## src/rtl/pps_phase_meter_if.sv

```systemverilog
`default_nettype none
// ============================================================================
//  Module      : pps_phase_meter_if
//  Description : Measurement bus from the PPS phase meter to the loop filter.
//                master = phase meter, slave = loop filter.
//  Revision    : 1.0 - initial release
// ============================================================================
interface pps_phase_meter_if;
    logic [23:0] Measure_Phase;   // signed phase error, two's complement
    logic        Measure_Done;    // one-cycle strobe, phase valid alongside
    logic        Gps_Valid;       // 1 while tracking the GPS reference

    modport master (output Measure_Phase, Measure_Done, Gps_Valid);
    modport slave  (input  Measure_Phase, Measure_Done, Gps_Valid);
endinterface
`default_nettype wire

```

## src/rtl/pps_phase_meter.sv

```systemverilog
`default_nettype none
// ============================================================================
//  Module      : pps_phase_meter
//  Description : Divides CLK_SYS into a local 1PPS, times the GPS 1PPS edge
//                against it and emits a signed 24-bit phase error with a
//                one-cycle Measure_Done strobe. Declares GPS loss after
//                LOST_SECS local seconds without an accepted edge.
//                Optional build macro COARSE_ALIGN_EN: on acquisition the
//                local counter is reloaded so the next phase is ~0.
//  Revision    : 1.0 - initial release
// ============================================================================
module pps_phase_meter #(
    parameter int CNT_MAX      = 10_000_000,
    parameter int SYNC_COMP    = 2,
    parameter int PPS_WIDTH    = 1000,
    parameter int BLANK_CYCLES = 5_000_000,
    parameter int LOST_SECS    = 3
) (
    input  logic              CLK_SYS,
    input  logic              CLK_RST,
    input  logic              Gps_Pps,
    output logic              Local_Pps,
    pps_phase_meter_if.master meas
);

    localparam int          c_BLANK_W   = (BLANK_CYCLES > 1) ? $clog2(BLANK_CYCLES) : 1;
    localparam int          c_MISS_W    = (LOST_SECS > 1) ? $clog2(LOST_SECS + 1) : 1;
    localparam logic [24:0] c_CNT_MAX   = 25'(CNT_MAX);
    localparam logic [24:0] c_HALF      = 25'(CNT_MAX / 2);
    localparam logic [23:0] c_CNT_LAST  = 24'(CNT_MAX - 1);
    localparam logic [23:0] c_SYNC      = 24'(SYNC_COMP);
    localparam logic [23:0] c_PPS_W     = 24'(PPS_WIDTH);
    localparam logic [c_BLANK_W-1:0] c_BLANK_LOAD = c_BLANK_W'(BLANK_CYCLES - 1);
    localparam logic [c_MISS_W-1:0]  c_MISS_LAST  = c_MISS_W'(LOST_SECS - 1);

    typedef enum logic [0:0] {
        ST_LOST  = 1'b0,
        ST_TRACK = 1'b1
    } state_t;

    state_t                 r_state;
    logic [23:0]            r_cnt;
    logic                   r_local_pps;
    logic [2:0]             r_sync;
    logic [c_BLANK_W-1:0]   r_blank;
    logic [c_MISS_W-1:0]    r_miss;
    logic                   r_seen;
    logic                   r_done;
    logic [23:0]            r_phase;
    logic                   r_valid;

    logic                   w_detect;
    logic                   w_accept;
    logic                   w_wrap;
    logic [23:0]            w_cnt_next;
    logic [24:0]            w_capt;
    logic [24:0]            w_phase;

    // Bits 0/1 form the synchronizer, bit 2 is the delayed copy for edge detect.
    assign w_detect = r_sync[1] & ~r_sync[2];
    assign w_accept = w_detect && (r_blank == '0);
    assign w_wrap   = (r_cnt == c_CNT_LAST);

    // Next local count: free-running wrap, optionally reloaded on acquisition.
    always_comb begin
        w_cnt_next = w_wrap ? 24'd0 : r_cnt + 24'd1;
`ifdef COARSE_ALIGN_EN
        // Reload so the next GPS edge lands at count SYNC_COMP, i.e. phase 0.
        if (w_accept && (r_state == ST_LOST)) begin
            w_cnt_next = 24'(SYNC_COMP + 1);
        end
`else
`endif
    end

    // Captured count with synchronizer latency removed, then folded to +/- half second.
    always_comb begin
        if (r_cnt >= c_SYNC) begin
            w_capt = {1'b0, r_cnt} - {1'b0, c_SYNC};
        end else begin
            w_capt = {1'b0, r_cnt} + c_CNT_MAX - {1'b0, c_SYNC};
        end
        if (w_capt <= c_HALF) begin
            w_phase = 25'd0 - w_capt;       // local edge came first
        end else begin
            w_phase = c_CNT_MAX - w_capt;   // GPS edge came first
        end
    end

    // Local second counter and registered local 1PPS derived from the next count.
    always_ff @(posedge CLK_SYS or negedge CLK_RST) begin
        if (!CLK_RST) begin
            r_cnt       <= 24'd0;
            r_local_pps <= 1'b1;
        end else begin
            r_cnt       <= w_cnt_next;
            r_local_pps <= (w_cnt_next < c_PPS_W);
        end
    end

    // GPS 1PPS synchronizer plus edge-detect stage.
    always_ff @(posedge CLK_SYS or negedge CLK_RST) begin
        if (!CLK_RST) begin
            r_sync <= 3'b000;
        end else begin
            r_sync <= {r_sync[1:0], Gps_Pps};
        end
    end

    // Blanking window after each accepted edge to reject glitches and double pulses.
    always_ff @(posedge CLK_SYS or negedge CLK_RST) begin
        if (!CLK_RST) begin
            r_blank <= '0;
        end else if (w_accept) begin
            r_blank <= c_BLANK_LOAD;
        end else if (r_blank != '0) begin
            r_blank <= r_blank - c_BLANK_W'(1);
        end
    end

    // Lock state machine: arm on first edge, measure on later edges, hold over on loss.
    always_ff @(posedge CLK_SYS or negedge CLK_RST) begin
        if (!CLK_RST) begin
            r_state <= ST_LOST;
            r_miss  <= '0;
            r_seen  <= 1'b0;
            r_done  <= 1'b0;
            r_phase <= 24'd0;
            r_valid <= 1'b0;
        end else begin
            r_done <= 1'b0;
            // An edge on the tick cycle belongs to the second that is ending.
            if (w_accept) begin
                r_seen <= !w_wrap;
            end else if (w_wrap) begin
                r_seen <= 1'b0;
            end
            case (r_state)
                ST_LOST: begin
                    if (w_accept) begin
                        r_state <= ST_TRACK;
                        r_valid <= 1'b1;
                        r_miss  <= '0;
                    end
                end
                ST_TRACK: begin
                    if (w_accept) begin
                        r_done  <= 1'b1;
                        r_phase <= 24'(w_phase);
                        r_miss  <= '0;
                    end else if (w_wrap && !r_seen) begin
                        r_miss <= r_miss + c_MISS_W'(1);
                        if (r_miss == c_MISS_LAST) begin
                            r_state <= ST_LOST;
                            r_valid <= 1'b0;
                        end
                    end
                end
                default: begin
                    r_state <= ST_LOST;
                    r_valid <= 1'b0;
                end
            endcase
        end
    end

    assign Local_Pps          = r_local_pps;
    assign meas.Measure_Phase = r_phase;
    assign meas.Measure_Done  = r_done;
    assign meas.Gps_Valid     = r_valid;

endmodule
`default_nettype wire

```

## src/flat_wrapper.sv

```systemverilog
// flat-port wrapper written by rule: the top's interface ports become plain ports
module pps_phase_meter_flat 
#(
    parameter int CNT_MAX      = 10_000_000,
    parameter int SYNC_COMP    = 2,
    parameter int PPS_WIDTH    = 1000,
    parameter int BLANK_CYCLES = 5_000_000,
    parameter int LOST_SECS    = 3
)
  (CLK_SYS, CLK_RST, Gps_Pps, Local_Pps, meas_Measure_Phase, meas_Measure_Done, meas_Gps_Valid);
  pps_phase_meter_if meas_i ();
  input  logic CLK_SYS;
  input  logic CLK_RST;
  input  logic Gps_Pps;
  output logic Local_Pps;
  output wire logic [$bits(meas_i.Measure_Phase)-1:0] meas_Measure_Phase;
  output wire logic [$bits(meas_i.Measure_Done)-1:0] meas_Measure_Done;
  output wire logic [$bits(meas_i.Gps_Valid)-1:0] meas_Gps_Valid;
  assign meas_Measure_Phase = meas_i.Measure_Phase;
  assign meas_Measure_Done = meas_i.Measure_Done;
  assign meas_Gps_Valid = meas_i.Gps_Valid;
  pps_phase_meter #(.CNT_MAX(CNT_MAX), .SYNC_COMP(SYNC_COMP), .PPS_WIDTH(PPS_WIDTH), .BLANK_CYCLES(BLANK_CYCLES), .LOST_SECS(LOST_SECS)) u_core (.CLK_SYS(CLK_SYS), .CLK_RST(CLK_RST), .Gps_Pps(Gps_Pps), .Local_Pps(Local_Pps), .meas(meas_i));
endmodule
```

## config.mk

```make
export PLATFORM = sky130hd
export DESIGN_NAME = pps_phase_meter_flat
export DESIGN_NICKNAME = d
export VERILOG_FILES = /design/src/rtl/pps_phase_meter_if.sv /design/src/rtl/pps_phase_meter.sv /design/src/flat_wrapper.sv
export SDC_FILE = /design/constraint.sdc
export NUM_CORES = 1
export LEC_CHECK = 0
export CAP_MARGIN = 30
export CORE_MARGIN = 3
export CORE_UTILIZATION = 40
export DETAILED_ROUTE_END_ITERATION = 8
export GPL_ROUTABILITY_DRIVEN = 0
export GPL_TIMING_DRIVEN = 0
export MAX_ROUTING_LAYER = met4
export PLACE_DENSITY = 0.68
export RECOVER_POWER = 25
export SYNTH_ARGS = -nofsm -noshare
export SYNTH_HDL_FRONTEND = slang
export SYNTH_SLANG_ARGS = --single-unit
```

## constraint.sdc

```tcl
create_clock -name CLK_SYS -period 5.8 [get_ports CLK_SYS]
set_input_delay 0.87 -clock CLK_SYS [delete_from_list [all_inputs] [get_ports CLK_SYS]]
set_output_delay 0.87 -clock CLK_SYS [all_outputs]
set_load 0.01 [all_outputs]
```

==> results by group <==
Routing
  • Top sig layer: met4
  • DR WL/cell: 15.3 µm
  • Wl on met1: 5.79 mm
  • Met3 WL post-DR: 482 µm
  • Via Count: 4496
  • DRC Markers: 0
  • 1st-iter DRT viols: 343
  • Drt total wl: 12.5 mm
  • WL met2: 5.90 mm
  • DRT Pass-1 Iters: 4
  • DR vias/cell: 5.50
  • Detail Route Antenna Nets: 0

Setup path
  • Crit path to: u_core.meas.Measure_Phase[21]
  • CP top delay family: simple AND/OR/NAND/NOR gates
  • Crit-path max cell delay: 0.54 ns
  • Required time worst endpoint: 6.05 ns
  • R2r endpoint: u_core.meas.Measure_Phase[21]
  • Reg2Reg Depth: 21
  • CP most frequent cell: ha_1
  • WS Path Type: register to register
  • CP max stage cell: or4b_1
  • CP startpoint: u_core.r_cnt[2]
  • R2r setup slk: 0.21 ns
  • Critical path, cell by cell: inv_1 -> ha_1 -> buf_2 -> or3b_2 -> or4b_1 -> a211oi_2 -> o21ai_1 -> a2111oi_2 -> and4b_4 -> o221ai_4 -> nand2_4 -> inv_4 -> buf_4 -> ha_1 -> nand2_1 -> o31a_1 -> or4_4 -> o31ai_4 -> o311ai_4 -> and3_1 -> o31ai_2
  • R2R Path Start: u_core.r_cnt[2]
  • CP endpoint kind: register
  • Worst Path Buf+Inv: 4
  • WP data arrival: 5.85 ns
  • Startpoint types: register
  • CP Depth: 21
  • Max FO, Critical Path: 11

Die
  • Vert. Die Dim: 121 µm
  • Num ports: 30
  • # rows: 41
  • Chip Width: 121 µm
  • CORE AREA: 12800 µm²
  • Die Area: 14700 µm²
  • Starting Density: 41.5%

Synth
  • Post-Syn Area: 5320 µm²
  • Register bit count reported by yosys: 81
  • Predominant post-synthesis flop cell: dfrtp_1
  • Cell variety after synth: 80
  • Most frequent cells after synthesis: dfrtp_1 (80), nand2_1 (70), nor2_1 (55)
  • Post-synthesis sequential area ratio: 38.1%
  • Post-Syn Nets: 610
  • Avg Cell Area, Syn: 8.91 µm²
  • Yosys Warn Count: 0
  • Most common cell in the netlist: dfrtp_1
  • Asr flop ratio synth: 100%
  • Post-Syn Instances: 597
  • Leading area contributor after synthesis: dfrtp_1
  • Synth top area cells: dfrtp_1 (38%), xnor2_1 (7.7%), xor2_1 (5.6%)
  • Number of flops mapped to enable cells by yosys: 0
  • Yosys top cell area share: 37.6%

Power and ir drop
  • Power share of the clock group: 43.1%
  • Leak: 2.65 nW
  • Sw Pwr: 338 µW
  • Switching part of the total: 25.1%
  • Peak supply drop: 0.129 mV
  • P_int: 1.01 mW
  • Gate power share: 7.9%
  • Overall power: 1.35 mW
  • Cell Pwr Density: 216 nW/µm²
  • Flop pwr share: 49.0%

Timing
  • Final setup fails: 0
  • Final hold viol count: 0
  • Worst slew pin tran: 1.64 ns
  • WHS: 0.357 ns
  • Fin crit period: 5.59 ns
  • Crit share post-route: 96.4%
  • TNS Setup: 0 ns
  • Worst Skew: 0.00556 ns
  • Fmax: 179 MHz
  • Fin. max-slew vios: 28
  • Setup ws final: 0.208 ns
  • RSZ-0062 raised after global routing: true
  • Slew HR: -9.30%

Clock network
  • Clk Latency, worst-skew pair: 0.34 ns
  • Clk root buf: clkbuf_16
  • Worst-path clk slew: 0.06 ns
  • CTS tree: built
  • CTS max path bufs: 2
  • Cts hold-fix bufs: 0
  • CTS Buf Count: 9
  • # clock sinks: 81
  • H-tree depth: 3

Status
  • Violated checks: max-capacitance violations, max-slew violations
  • Run status: finished with violations

Cells and area
  • # diodes: 0
  • Area growth syn-to-layout: 17.4%
  • Fin area: 6240 µm²
  • FF/Latch Area: 2030 µm²
  • Share of post-route cells with drive strength above 1: 11.3%
  • Final nets: 653
  • Fill cells: 1173
  • Final Non-Filler Cells: 817
  • Final Util: 48.7%
  • Area taken by multi-input logic gates: 3130 µm²

GRT
  • Largest net degree at the start of global routing: 55
  • Vias in the first global route: 4385
  • Total gr overflow: 0
  • Tot GR Track Use: 18.0%
  • First-pass GRT wire length: 21.1 mm
  • Initial antenna violation count: 0

Job
  • MaxCap Viol Count: 1

Place
  • Placed cells: 800
  • Final HPWL from detailed placement: 9.40 mm
  • Port Buf Inserts: 29
  • Post-DP Area: 5860 µm²
  • Place WS: -0.0464 ns

Worst hold path
  • Hold Crit Class: register to register
how the worst min path moves through the flow:
stage / startpoint / end / slack [ns] / cells after the start
floorplan: u_core.r_sync[0] / u_core.r_sync[1] / 0.33 / 0
global placement: u_core.r_sync[0] / u_core.r_sync[1] / 0.34 / 0
detailed placement: u_core.r_sync[0] / u_core.r_sync[1] / 0.35 / 0
CTS: u_core.r_sync[0] / u_core.r_sync[1] / 0.36 / 0
global route: u_core.r_sync[0] / u_core.r_sync[1] / 0.37 / 0
finish: u_core.r_sync[0] / u_core.r_sync[1] / 0.36 / 0
sequential cells by signal (all words and copies together) (netlist names):
register	cells
u_core.r_state	1
u_core.r_miss	2
u_core.r_cnt	24
u_core.meas.Measure_Phase	24
u_core.Local_Pps	1
u_core.r_sync	3
u_core.meas.Measure_Done	1
u_core.r_blank	23
u_core.meas.Gps_Valid	1
u_core.r_seen	1
power groups by stage:
| stage | sequential, mW | clock, mW | combinational [mW] |
|---|---|---|---|
| 6_report | 0.661 | 0.580 | 0.106 |
| 3_5_place_dp | 0.670 | 0 | 0.108 |
| 5_1_grt | 0.667 | 0.619 | 0.120 |
| 3_3_place_gp | 0.665 | 0 | 0.0988 |
| 2_1_floorplan | 0.658 | 0 | 0.0738 |
| 4_1_cts | 0.660 | 0.591 | 0.108 |
layout by cell type, fill, tap and decap left out, types with 3 or more instances in the layout:
master / instances
nand2_1: 70
o221ai_1: 3
nand4_1: 10
nor2b_1: 7
nor3_1: 27
nor4_1: 18
xor2_1: 34
clkbuf_1: 19
buf_6: 3
dfrtp_1: 78
or2_2: 6
ha_1: 10
a21oi_1: 11
buf_2: 8
nand2b_1: 4
a21boi_0: 3
and3_1: 7
o21ai_1: 9
inv_1: 18
xnor2_1: 46
nor2_1: 55
clkbuf_16: 9
buf_4: 4
nand3_1: 16
nor3_2: 4
or3_1: 13
a21o_1: 4
clkdlybuf4s50_1: 28
o21ai_0: 29
or4_1: 9
mux2i_1: 5
logic make-up after synthesis:
| group | count (synthesis) | synth area share [%] |
|---|---|---|
| xor+xnor | 81 | 13.3 |
| fa+ha+maj | 11 | 2.54 |
| buf+inv | 51 | 4.37 |
| mux | 5 | 0.941 |
| flops | 81 | 38.1 |
| compound gates | 95 | 13.0 |
| simple gates | 273 | 27.7 |
what timing repair did:
item                       CTS  global route
resized for setup            1            14
setup endpoints to repair    1             9
setup buffers                2             0
pin swaps                    1             1
area by class of cell:
| cell class | instances | share of cell area, % |
|---|---|---|
| Clock buffer | 11 | 3.89 |
| Inverter | 19 | 1.18 |
| Timing Repair Buffer | 33 | 5.31 |
| Tap cell | 172 | 3.45 |
| Clock inverter | 5 | 1.00 |
| Sequential cell | 81 | 32.5 |
| Multi-Input combinational cell | 465 | 50.2 |
| Buffer | 31 | 2.48 |
worst reg2reg max path, delay by kind of cell (launching register included):
family / cells / cell delay (ns)
buffers and inverters: 4 / 0.65
adder cells (fa/ha/maj): 2 / 0.37
AO/OA/AOI/OAI: 8 / 1.78
flip-flops: 1 / 0.49
AND/OR/NAND/NOR: 7 / 2.23
routing by layer:
layer / GRT usage [%] / vias to the layer above
met1: 23.7 / 2161
li1: - / 2198
met2: 28.0 / 111
met4: 6.65 / 0
met3: 2.98 / 26
met5: - / -
No activity file was read; power rests on OpenSTA's default activity.
